--- src/rtl/kid_pkg.sv ---
// Shared encodings for the kid player engine: FSM states, PS/2 set-2 codes,
// and per-pose sprite draw-window sizes.
package kid_pkg;

  typedef enum logic [1:0] {ST_STAND, ST_RUN, ST_JUMP, ST_FALL} kid_state_t;
  typedef enum logic {KD_MAKE, KD_BREAK} kd_state_t;

  localparam logic [7:0] KEY_LEFT  = 8'h6B;
  localparam logic [7:0] KEY_RIGHT = 8'h74;
  localparam logic [7:0] KEY_JUMP  = 8'h12;
  localparam logic [7:0] KEY_EXT   = 8'hE0;
  localparam logic [7:0] KEY_BRK   = 8'hF0;

  function automatic logic [4:0] sel_w(input logic [1:0] sel);
    case (sel)
      2'd1:    sel_w = 5'd18;
      2'd2:    sel_w = 5'd27;
      default: sel_w = 5'd26;
    endcase
  endfunction

  function automatic logic [4:0] sel_h(input logic [1:0] sel);
    case (sel)
      2'd2:    sel_h = 5'd20;
      default: sel_h = 5'd23;
    endcase
  endfunction

endpackage

--- src/rtl/kid_key_decoder.sv ---
// PS/2 make/break decoder: keeps held flags for left/right/jump and raises a
// one-shot jump request that lives until the next physics tick.
module kid_key_decoder
  import kid_pkg::*;
(
  input  logic       clk,
  input  logic       rst,
  input  logic       update_en,
  input  logic       key_valid,
  input  logic [7:0] keycode,
  output logic       left_held,
  output logic       right_held,
  output logic       jump_held,
  output logic       jump_req
);

  kd_state_t kd_state, kd_state_n;
  logic      left_n, right_n, jump_n, req_n, is_make;

  always_ff @(posedge clk or posedge rst) begin
    if (rst) begin
      kd_state   <= KD_MAKE;
      left_held  <= 1'b0;
      right_held <= 1'b0;
      jump_held  <= 1'b0;
      jump_req   <= 1'b0;
    end else begin
      kd_state   <= kd_state_n;
      left_held  <= left_n;
      right_held <= right_n;
      jump_held  <= jump_n;
      jump_req   <= req_n;
    end
  end

  // A make arriving on a tick edge survives the clear: physics has not seen it yet.
  always_comb begin
    kd_state_n = kd_state;
    left_n     = left_held;
    right_n    = right_held;
    jump_n     = jump_held;
    req_n      = update_en ? 1'b0 : jump_req;
    is_make    = (kd_state == KD_MAKE);
    if (key_valid && keycode != KEY_EXT) begin
      if (keycode == KEY_BRK) begin
        kd_state_n = KD_BREAK;
      end else begin
        kd_state_n = KD_MAKE;
        case (keycode)
          KEY_LEFT:  left_n  = is_make;
          KEY_RIGHT: right_n = is_make;
          KEY_JUMP: begin
            jump_n = is_make;
            if (is_make && !jump_held) req_n = 1'b1;
          end
          default: ;
        endcase
      end
    end
  end

endmodule

--- src/rtl/kid_motion.sv ---
// Player-character engine: key decode, per-frame run/jump/fall physics,
// animation frame and sprite draw window. Optional KID_DOUBLE_JUMP_EN.
module kid_motion
  import kid_pkg::*;
#(
  parameter int          INIT_X   = 60,
  parameter int          INIT_Y   = 558,
  parameter int          SPR_W    = 26,
  parameter int          SPR_H    = 23,
  parameter int          GROUND_Y = 581,
  parameter int          X_MIN    = 0,
  parameter int          X_MAX    = 800,
  parameter int          RUN_SPD  = 3,
  parameter int          JUMP_V   = 8,
  parameter int          GRAV     = 1,
  parameter int          VMAX     = 9,
  parameter logic [11:0] TRANSP   = 12'hF0F
) (
  input  logic        clk,
  input  logic        rst,
  input  logic        update_en,
  input  logic        toggle_en,
  input  logic        key_valid,
  input  logic [7:0]  keycode,
  input  logic [9:0]  col,
  input  logic [9:0]  row,
  input  logic [11:0] rom_rgb,
  output logic        is_kid,
  output logic [11:0] kid_rgb,
  output logic [9:0]  kid_x,
  output logic [9:0]  kid_y,
  output logic        facing_left,
  output logic [1:0]  spr_sel,
  output logic [1:0]  spr_frame,
  output logic [4:0]  spr_col,
  output logic [4:0]  spr_row
);

  localparam logic signed [10:0] X_LO    = 11'(X_MIN);
  localparam logic signed [10:0] X_HI    = 11'(X_MAX - SPR_W);
  localparam logic signed [10:0] GND_TOP = 11'(GROUND_Y - SPR_H);
  localparam logic signed [10:0] RUN_S   = 11'(RUN_SPD);
  localparam logic signed [10:0] GRAV_S  = 11'(GRAV);
  localparam logic signed [10:0] V_MAX   = 11'(VMAX);
  localparam logic signed [10:0] V_JUMP  = 11'(-JUMP_V);
  localparam logic signed [10:0] V_DJ    = 11'(1 - JUMP_V);

  logic left_held, right_held, jump_held, jump_req;

  kid_key_decoder u_keys (
    .clk        (clk),
    .rst        (rst),
    .update_en  (update_en),
    .key_valid  (key_valid),
    .keycode    (keycode),
    .left_held  (left_held),
    .right_held (right_held),
    .jump_held  (jump_held),
    .jump_req   (jump_req)
  );

  kid_state_t        state, state_n;
  logic signed [5:0] vy;
  logic              cut_done, extra_used;
  logic              cut_n, extra_n, facing_n, moving, dj_ok;
  logic signed [10:0] x_s, y_s, vy_s, x_n, y_n, vy_n, vy_e, y_t, vy_t;

`ifdef KID_DOUBLE_JUMP_EN
  assign dj_ok = jump_req && !extra_used;
`else
  assign dj_ok = 1'b0;
`endif

  always_ff @(posedge clk or posedge rst) begin
    if (rst) begin
      state       <= ST_STAND;
      kid_x       <= 10'(INIT_X);
      kid_y       <= 10'(INIT_Y);
      vy          <= '0;
      facing_left <= 1'b0;
      cut_done    <= 1'b0;
      extra_used  <= 1'b0;
      spr_frame   <= '0;
    end else begin
      if (update_en) begin
        state       <= state_n;
        kid_x       <= x_n[9:0];
        kid_y       <= y_n[9:0];
        vy          <= vy_n[5:0];
        facing_left <= facing_n;
        cut_done    <= cut_n;
        extra_used  <= extra_n;
      end
      if (state == ST_STAND)
        spr_frame <= '0;
      else if (toggle_en)
        spr_frame <= (state == ST_RUN) ? spr_frame + 2'd1 : {1'b0, ~spr_frame[0]};
    end
  end

  always_comb begin
    x_s      = signed'({1'b0, kid_x});
    y_s      = signed'({1'b0, kid_y});
    vy_s     = {{5{vy[5]}}, vy};
    moving   = left_held ^ right_held;
    state_n  = state;
    x_n      = x_s;
    y_n      = y_s;
    vy_n     = vy_s;
    vy_e     = vy_s;
    y_t      = '0;
    vy_t     = '0;
    facing_n = facing_left;
    cut_n    = cut_done;
    extra_n  = extra_used;

    if (moving && right_held) begin
      facing_n = 1'b0;
      x_n      = (x_s + RUN_S > X_HI) ? X_HI : x_s + RUN_S;
    end else if (moving) begin
      facing_n = 1'b1;
      x_n      = (x_s - RUN_S < X_LO) ? X_LO : x_s - RUN_S;
    end

    case (state)
      ST_STAND, ST_RUN: begin
        if (jump_req) begin
          vy_n    = V_JUMP;
          state_n = ST_JUMP;
          cut_n   = 1'b0;
        end else begin
          state_n = moving ? ST_RUN : ST_STAND;
        end
      end
      default: begin
        if (dj_ok) begin
          vy_n    = V_DJ;
          state_n = ST_JUMP;
          cut_n   = 1'b0;
          extra_n = 1'b1;
        end else begin
          // Early release halves the rise once; the halved speed is used this tick.
          if (state == ST_JUMP && !jump_held && !cut_done) begin
            vy_e  = vy_s >>> 1;
            cut_n = 1'b1;
          end
          y_t = y_s + vy_e;
          if (y_t >= GND_TOP) begin
            y_n     = GND_TOP;
            vy_n    = '0;
            state_n = moving ? ST_RUN : ST_STAND;
            extra_n = 1'b0;
          end else if (y_t < 11'sd0) begin
            y_n     = '0;
            vy_n    = '0;
            state_n = ST_FALL;
          end else begin
            y_n     = y_t;
            vy_t    = vy_e + GRAV_S;
            vy_n    = (vy_t > V_MAX) ? V_MAX : vy_t;
            state_n = (vy_n < 11'sd0) ? ST_JUMP : ST_FALL;
          end
        end
      end
    endcase
  end

  logic [4:0]  win_w, win_h, loc_col;
  logic [10:0] x_l, x_r, y_b, y_top;
  logic        in_win;

  always_comb begin
    case (state)
      ST_JUMP: spr_sel = 2'd1;
      ST_FALL: spr_sel = 2'd2;
      default: spr_sel = 2'd0;
    endcase
    win_w   = sel_w(spr_sel);
    win_h   = sel_h(spr_sel);
    x_l     = {1'b0, kid_x};
    x_r     = x_l + 11'(win_w);
    y_b     = {1'b0, kid_y} + 11'(SPR_H);
    y_top   = y_b - 11'(win_h);
    in_win  = ({1'b0, col} >= x_l) && ({1'b0, col} < x_r) &&
              ({1'b0, row} >= y_top) && ({1'b0, row} < y_b);
    loc_col = 5'(col - kid_x);
    spr_col = facing_left ? 5'(win_w - 5'd1 - loc_col) : loc_col;
    spr_row = 5'(row - y_top);
    is_kid  = in_win && (rom_rgb != TRANSP);
    kid_rgb = is_kid ? rom_rgb : '0;
  end

endmodule

--- config.mk ---
export PLATFORM = sky130hd
export DESIGN_NAME = kid_motion
export DESIGN_NICKNAME = d
export VERILOG_FILES = /design/src/rtl/kid_pkg.sv /design/src/rtl/kid_key_decoder.sv /design/src/rtl/kid_motion.sv
export SDC_FILE = /design/constraint.sdc
export NUM_CORES = 1
export LEC_CHECK = 0
export CAP_MARGIN = 20
export CORE_ASPECT_RATIO = 1.1
export CORE_MARGIN = 2
export CORE_UTILIZATION = 55
export CTS_CLUSTER_SIZE = 28
export DETAILED_ROUTE_END_ITERATION = 10
export PLACE_DENSITY = 0.84
export SLEW_MARGIN = 5
export SYNTH_ARGS = -nofsm -noshare
export SYNTH_HDL_FRONTEND = slang
export SYNTH_SLANG_ARGS = --single-unit
--- constraint.sdc ---
create_clock -name clk -period 11.4 [get_ports clk]
set_input_delay 1.71 -clock clk [delete_from_list [all_inputs] [get_ports clk]]
set_output_delay 1.71 -clock clk [all_outputs]
set_load 0.01 [all_outputs]
After elaboration in Yosys (flattened, before gate mapping) --
Cells that the tools add are included. W data, S select, Z words.
Word-level totals: bits in registers 37, logic and storage cells 112
Operators by class: $add $sub $neg 12, order comparisons 10, eq/ne operators 12, muxes and demuxes 38, bitwise gates (word level) 5, reduce and logical (&&, ||, !) cells 23
Operators with widths (number):
- $mux W10 | 6
- $lt A11 B1 Y1 const B | 3
- $mux W6 | 4
- $lt A10 B11 Y1 | 2
- $mux W11 | 2
- $eq A8 B7 Y1 const B | 2
- $sub A5 B5 Y5 | 3
- $mux W1 | 14
- $mux W2 | 7
- $mux W12 | 1
- $ne A12 B12 Y1 const B | 1
- $reduce_and A3 Y1 | 4
- $add A10 B2 Y11 const B | 1
- $add A10 B5 Y11 | 1
- $add A10 B5 Y11 const B | 1
- $add A11 B11 Y11 | 1
- $add A11 B2 Y11 const B | 1
- $ge A10 B11 Y1 | 1
- $ge A11 B11 Y1 const B | 1
- $gt A11 B11 Y1 const B | 1
- $gt A11 B5 Y1 const B | 1
- $sub A10 B2 Y11 const B | 1
- $sub A11 B5 Y11 | 1
- $ge A10 B10 Y1 | 1
- other kinds (19) | 39

Logic depth before layout (Yosys ltp) --
depth in word-level cells 13, mapped depth 20, mapped depth without buffers 18

Cells and area by module --
Synthesis repeated with hierarchy kept, for this count alone.
Unflattened totals: cells, all modules 622, area, all modules 4951.0 µm²
Modules (own cells, without submodules):
- kid_motion | instances 1, cells each 595, area an instance 4665.7 µm²
- kid_key_decoder | instances 1, cells each 27, area an instance 285.3 µm²

Worst setup path after synthesis --
No wires, ideal clock.
kind input to output, start point in col[2], end point out kid_rgb[10], arrival 3580 ps, data required time 9690 ps, slack 6110 ps, stages 9, buffers on the path 1, cell sequence ha_1 > a21o_1 > a31oi_1 > o21ai_0 > a2111oi_0 > nor2_1 > a2111oi_4 > buf_6 > and2_1
On the way: longest elaborated chain between the ends 6, elaborated cells on any way between the ends 7
Ends and longest elaborated chain:
- start, declared | line kid_motion.sv:25 | input logic [9:0] col,
- $lt A10 B11 Y1 / $ge A10 B10 Y1 (equally long branches) | line kid_motion.sv:184 | in_win = ({1'b0, col} >= x_l) && ({1'b0, col} < x_r) &&
- $logic_and A1 B1 Y1 (*) (2 in series) | line kid_motion.sv:184
- $logic_and A1 B1 Y1 (*) | line kid_motion.sv:185 | ({1'b0, row} >= y_top) && ({1'b0, row} < y_b);
- $logic_and A1 B1 Y1 (*) | line kid_motion.sv:189 | is_kid = in_win && (rom_rgb != TRANSP);
- named net is_kid | line kid_motion.sv:28 | output logic is_kid,
- $mux W12 (*) | line kid_motion.sv:190 | kid_rgb = is_kid ? rom_rgb : '0;
- end, declared | line kid_motion.sv:29 | output logic [11:0] kid_rgb,
Mark *: on every way through the listed nets, which the timed path passes. The rest lies on a longest branch.

Final worst setup path --
start point in col[2], end point out kid_rgb[1]
On the way: longest elaborated chain between the ends 6, elaborated cells on any way between the ends 7
Ends and longest elaborated chain (line):
- $lt A10 B11 Y1 / $ge A10 B10 Y1 (equally long branches) | kid_motion.sv:184
- $logic_and A1 B1 Y1 (*) (2 in series) | kid_motion.sv:184
- $logic_and A1 B1 Y1 (*) | kid_motion.sv:185
- $logic_and A1 B1 Y1 (*) | kid_motion.sv:189
- $mux W12 (*) | kid_motion.sv:190
Every way passes the cells marked *; elsewhere a longest branch is shown, timed or not.

==> impl_metrics.csv <==
group,metric,value,unit
timing,finalSetupViolCount,0,
critical_path,slowest_stage,"a2111oi_4",
critical_path,crit_type,"in -> out",
critical_path,cp.required,9690,ps
grt,grt_overflow,0,
grt,grt_start_max_net_pins,38,
synth,syn_avg_cell_area,7.94,µm²
power,seq_power_share,15.5,%
timing,fin_ws,4840,ps
power,p_sw_share,50.1,%
grt,grt_pass1_vias,4656,
routing,via_per_inst,6.11,
critical_path,cp-end-kind,"output port",
finish,layout.cells.non_filler,787,
synth,synthDistinctLibCells,72,
place,dp.final_hpwl,9.91,mm
place,port_buffers,92,
routing,vias,4812,
critical_path,cp_max_fo,13,
die,io_pins,93,
finish,layout_common_cells,"92 x clkdlybuf4s50_1, 63 x ha_1, 57 x nand2_1, 43 x inv_1",
place,placedCellCount,779,
synth,synth_fp_nets,717,
power,vdd_ir_drop_max,0.197,mV
synth,syn_inst,605,
die,initial_core_util,56.8,%
critical_path,cpMostUsedCell,"clkdlybuf4s50_1",
clocking,holdBufCountCts,0,
finish,nets,787,
clocking,clockBufferDepth,2,
routing,wl_per_cell,15.9,µm
timing,drv_slew,0,
timing,fin_crit_sh,57.5,%
finish,multi_input_area,3580,µm²
timing,worstMarginPinSlew,875,ps
die,die-area,9500,µm²
finish,fill_cells,672,
clocking,clock_sinks,37,
power,switchingPower,0.894,mW
place,pre_cts_slack,4880,ps
synth,ys_seq_elements,37,
clocking,cts-buffers-inserted,5,
timing,finalCriticalPeriod,6560,ps
timing,finalHoldViolCount,0,
routing,detail-route-antenna-nets,0,
min_path,hold_class,"reg -> reg",
critical_path,slowest_delay,600,ps
clocking,h-tree-depth,2,
finish,mostFrequentLayoutCell,"clkdlybuf4s50_1",
timing,clock_skew,13.0,ps
grt,grt_pass1_wl,21.2,mm
finish,seq_area,937,µm²
timing,hold-worst-slack,486,ps
die,core,8450,µm²
status,status,"completed",
routing,dr.first_iter.drc_count,187,
routing,drt-total-wl,12.5,mm
clocking,cts_setup_buffers,0,
synth,yosysWarnings,0,
finish,n_antenna_cell,0,
power,power_frac_clock,5.3,%
synth,synth_area,4800,µm²
clocking,clk_latency,300,ps
die,die_w,93.1,µm
power,p_comb_share,79.2,%
clocking,cts.reportedPaths.clkPinSlew,80,ps
clocking,root_buffer,"clkbuf_8",
power,power.internal,0.890,mW
run,maxCapViolCount,0,
timing,fmax,0.152,GHz
timing,timing.slew.headroom,41.5,%
timing,tns,0,ps
finish,synthToLayoutAreaGrowth,21.5,%
grt,grt_usage,27.1,%
clocking,postCtsResizedCells,0,
timing,rsz0062_at_grt,"false",
critical_path,path_cells,"clkdlybuf4s50_1 -> ha_1 -> a21o_1 -> a31oi_1 -> o21ai_0 -> a2111oi_0 -> nor2_1 -> a2111oi_4 -> and2_1 -> clkdlybuf4s50_1",
critical_path,cp.arrival,4850,ps
routing,drc_errors,0,
place,globalplace.congestion,0.926,
synth,synthArstFlopShare,100,%
finish,drive_gt1_share,4.59,%
critical_path,critPathLaunchType,"input pin",
die,rows,35,
power,power.density,305,nW/µm²
clocking,cts_tree,"yes",
power,leakage,2.50,nW
synth,seq_area_frac_synth,19.5,%
synth,synth_ff_type,"dfrtp_1",
grt,antenna_found_initial,0,
routing,dr.pass1.iters,5,
die,die_height,102,µm
synth,synth_edf_count,0,
[metal layers]
| layer | share of wire, % | up-vias | GRT usage, % |
|---|---|---|---|
| met1 | 43 | 2267 | 33.2 |
| met5 | 0 | - | 0 |
| met3 | 4.4 | 21 | 3.61 |
| met2 | 51 | 168 | 50.1 |
| met4 | 1.5 | 0 | 7.01 |
| li1 | - | 2356 | - |
[logic make-up (layout without fill, tap and decap cells)]
| kind of cell | Yosys count | count (layout) | synth area share (%) |
|---|---|---|---|
| DFF | 37 | 37 | 19.5 |
| and+or+nand+nor | 200 | 200 | 21.8 |
| muxes | 6 | 6 | 1.30 |
| AOI/OAI and AO/OA | 176 | 176 | 25.0 |
| buffers and inverters | 73 | 144 | 5.91 |
| adders and majority gates | 67 | 67 | 18.1 |
| xor gates and xnor gates | 46 | 46 | 8.39 |
[state kept, by name, summed over array words and instances, names as in the netlist]
name,count
facing_left,1
kid_x,10
u_keys.jump_req,1
u_keys.left_held,1
u_keys.right_held,1
cut_done,1
u_keys.jump_held,1
spr_frame,2
vy,6
state,2
u_keys.kd_state,1
kid_y,10
[power groups by stage]
| stage | Clock [mW] | Sequential (mW) | Combinational (mW) |
|---|---|---|---|
| floorplan | 0 | 0.240 | 0.993 |
| global placement | 0 | 0.274 | 1.35 |
| detailed placement | 0 | 0.277 | 1.40 |
| CTS | 0.0959 | 0.275 | 1.41 |
| global route | 0.103 | 0.287 | 1.56 |
| finish | 0.0945 | 0.277 | 1.41 |
[critical path, delay by kind of cell]
kind | cells | cell delay, ps
compound gates | 5 | 1470
fa+ha+maj | 1 | 330
buf+inv | 2 | 970
simple gates | 2 | 370
[Yosys cell counts (13+ instances only)]
cell type / instances / area share, %
a21o_1: 13 / 2.0
a21oi_1: 39 / 4.1
and2_1: 18 / 2.3
clkbuf_1: 26 / 2.0
dfrtp_1: 28 / 15
ha_1: 63 / 16
inv_1: 43 / 3.4
nand2_1: 57 / 4.5
nand3_1: 29 / 3.0
nor2_1: 24 / 1.9
o21ai_0: 39 / 4.1
xnor2_1: 25 / 4.6
xor2_1: 21 / 3.8
[stage by stage]
step,cell area (µm²),power (mW),utilization (%)
finish,5840,1.78,69.1
floorplan,4800,1.23,-
detailed placement,5750,1.67,68.0
global route,5840,1.95,69.1
CTS,5840,1.78,69.1
global placement,5750,1.63,68.0
[final cells by class]
| class | count | area share (%) |
|---|---|---|
| clock buffer | 5 | 1.18 |
| clock inverter | 3 | 0.364 |
| inverter | 43 | 2.76 |
| multi-input combinational | 495 | 61.4 |
| sequential | 37 | 16.0 |
| tap | 111 | 2.38 |
| timing repair buffer | 93 | 15.9 |
[path summary, 6_finish.rpt]
path,to,cells past startpoint,start,slack (ps)
min in group asynchronous,kid_x[0],3,rst,1800
min reg2reg,u_keys.right_held,2,u_keys.right_held,490
max,kid_rgb[1],10,col[2],4840
max reg2reg,vy[2],13,state[1],7240
max in group asynchronous,kid_y[1],3,rst,9230
min,u_keys.right_held,2,u_keys.right_held,490
Power figures use the tool's default switching activity.
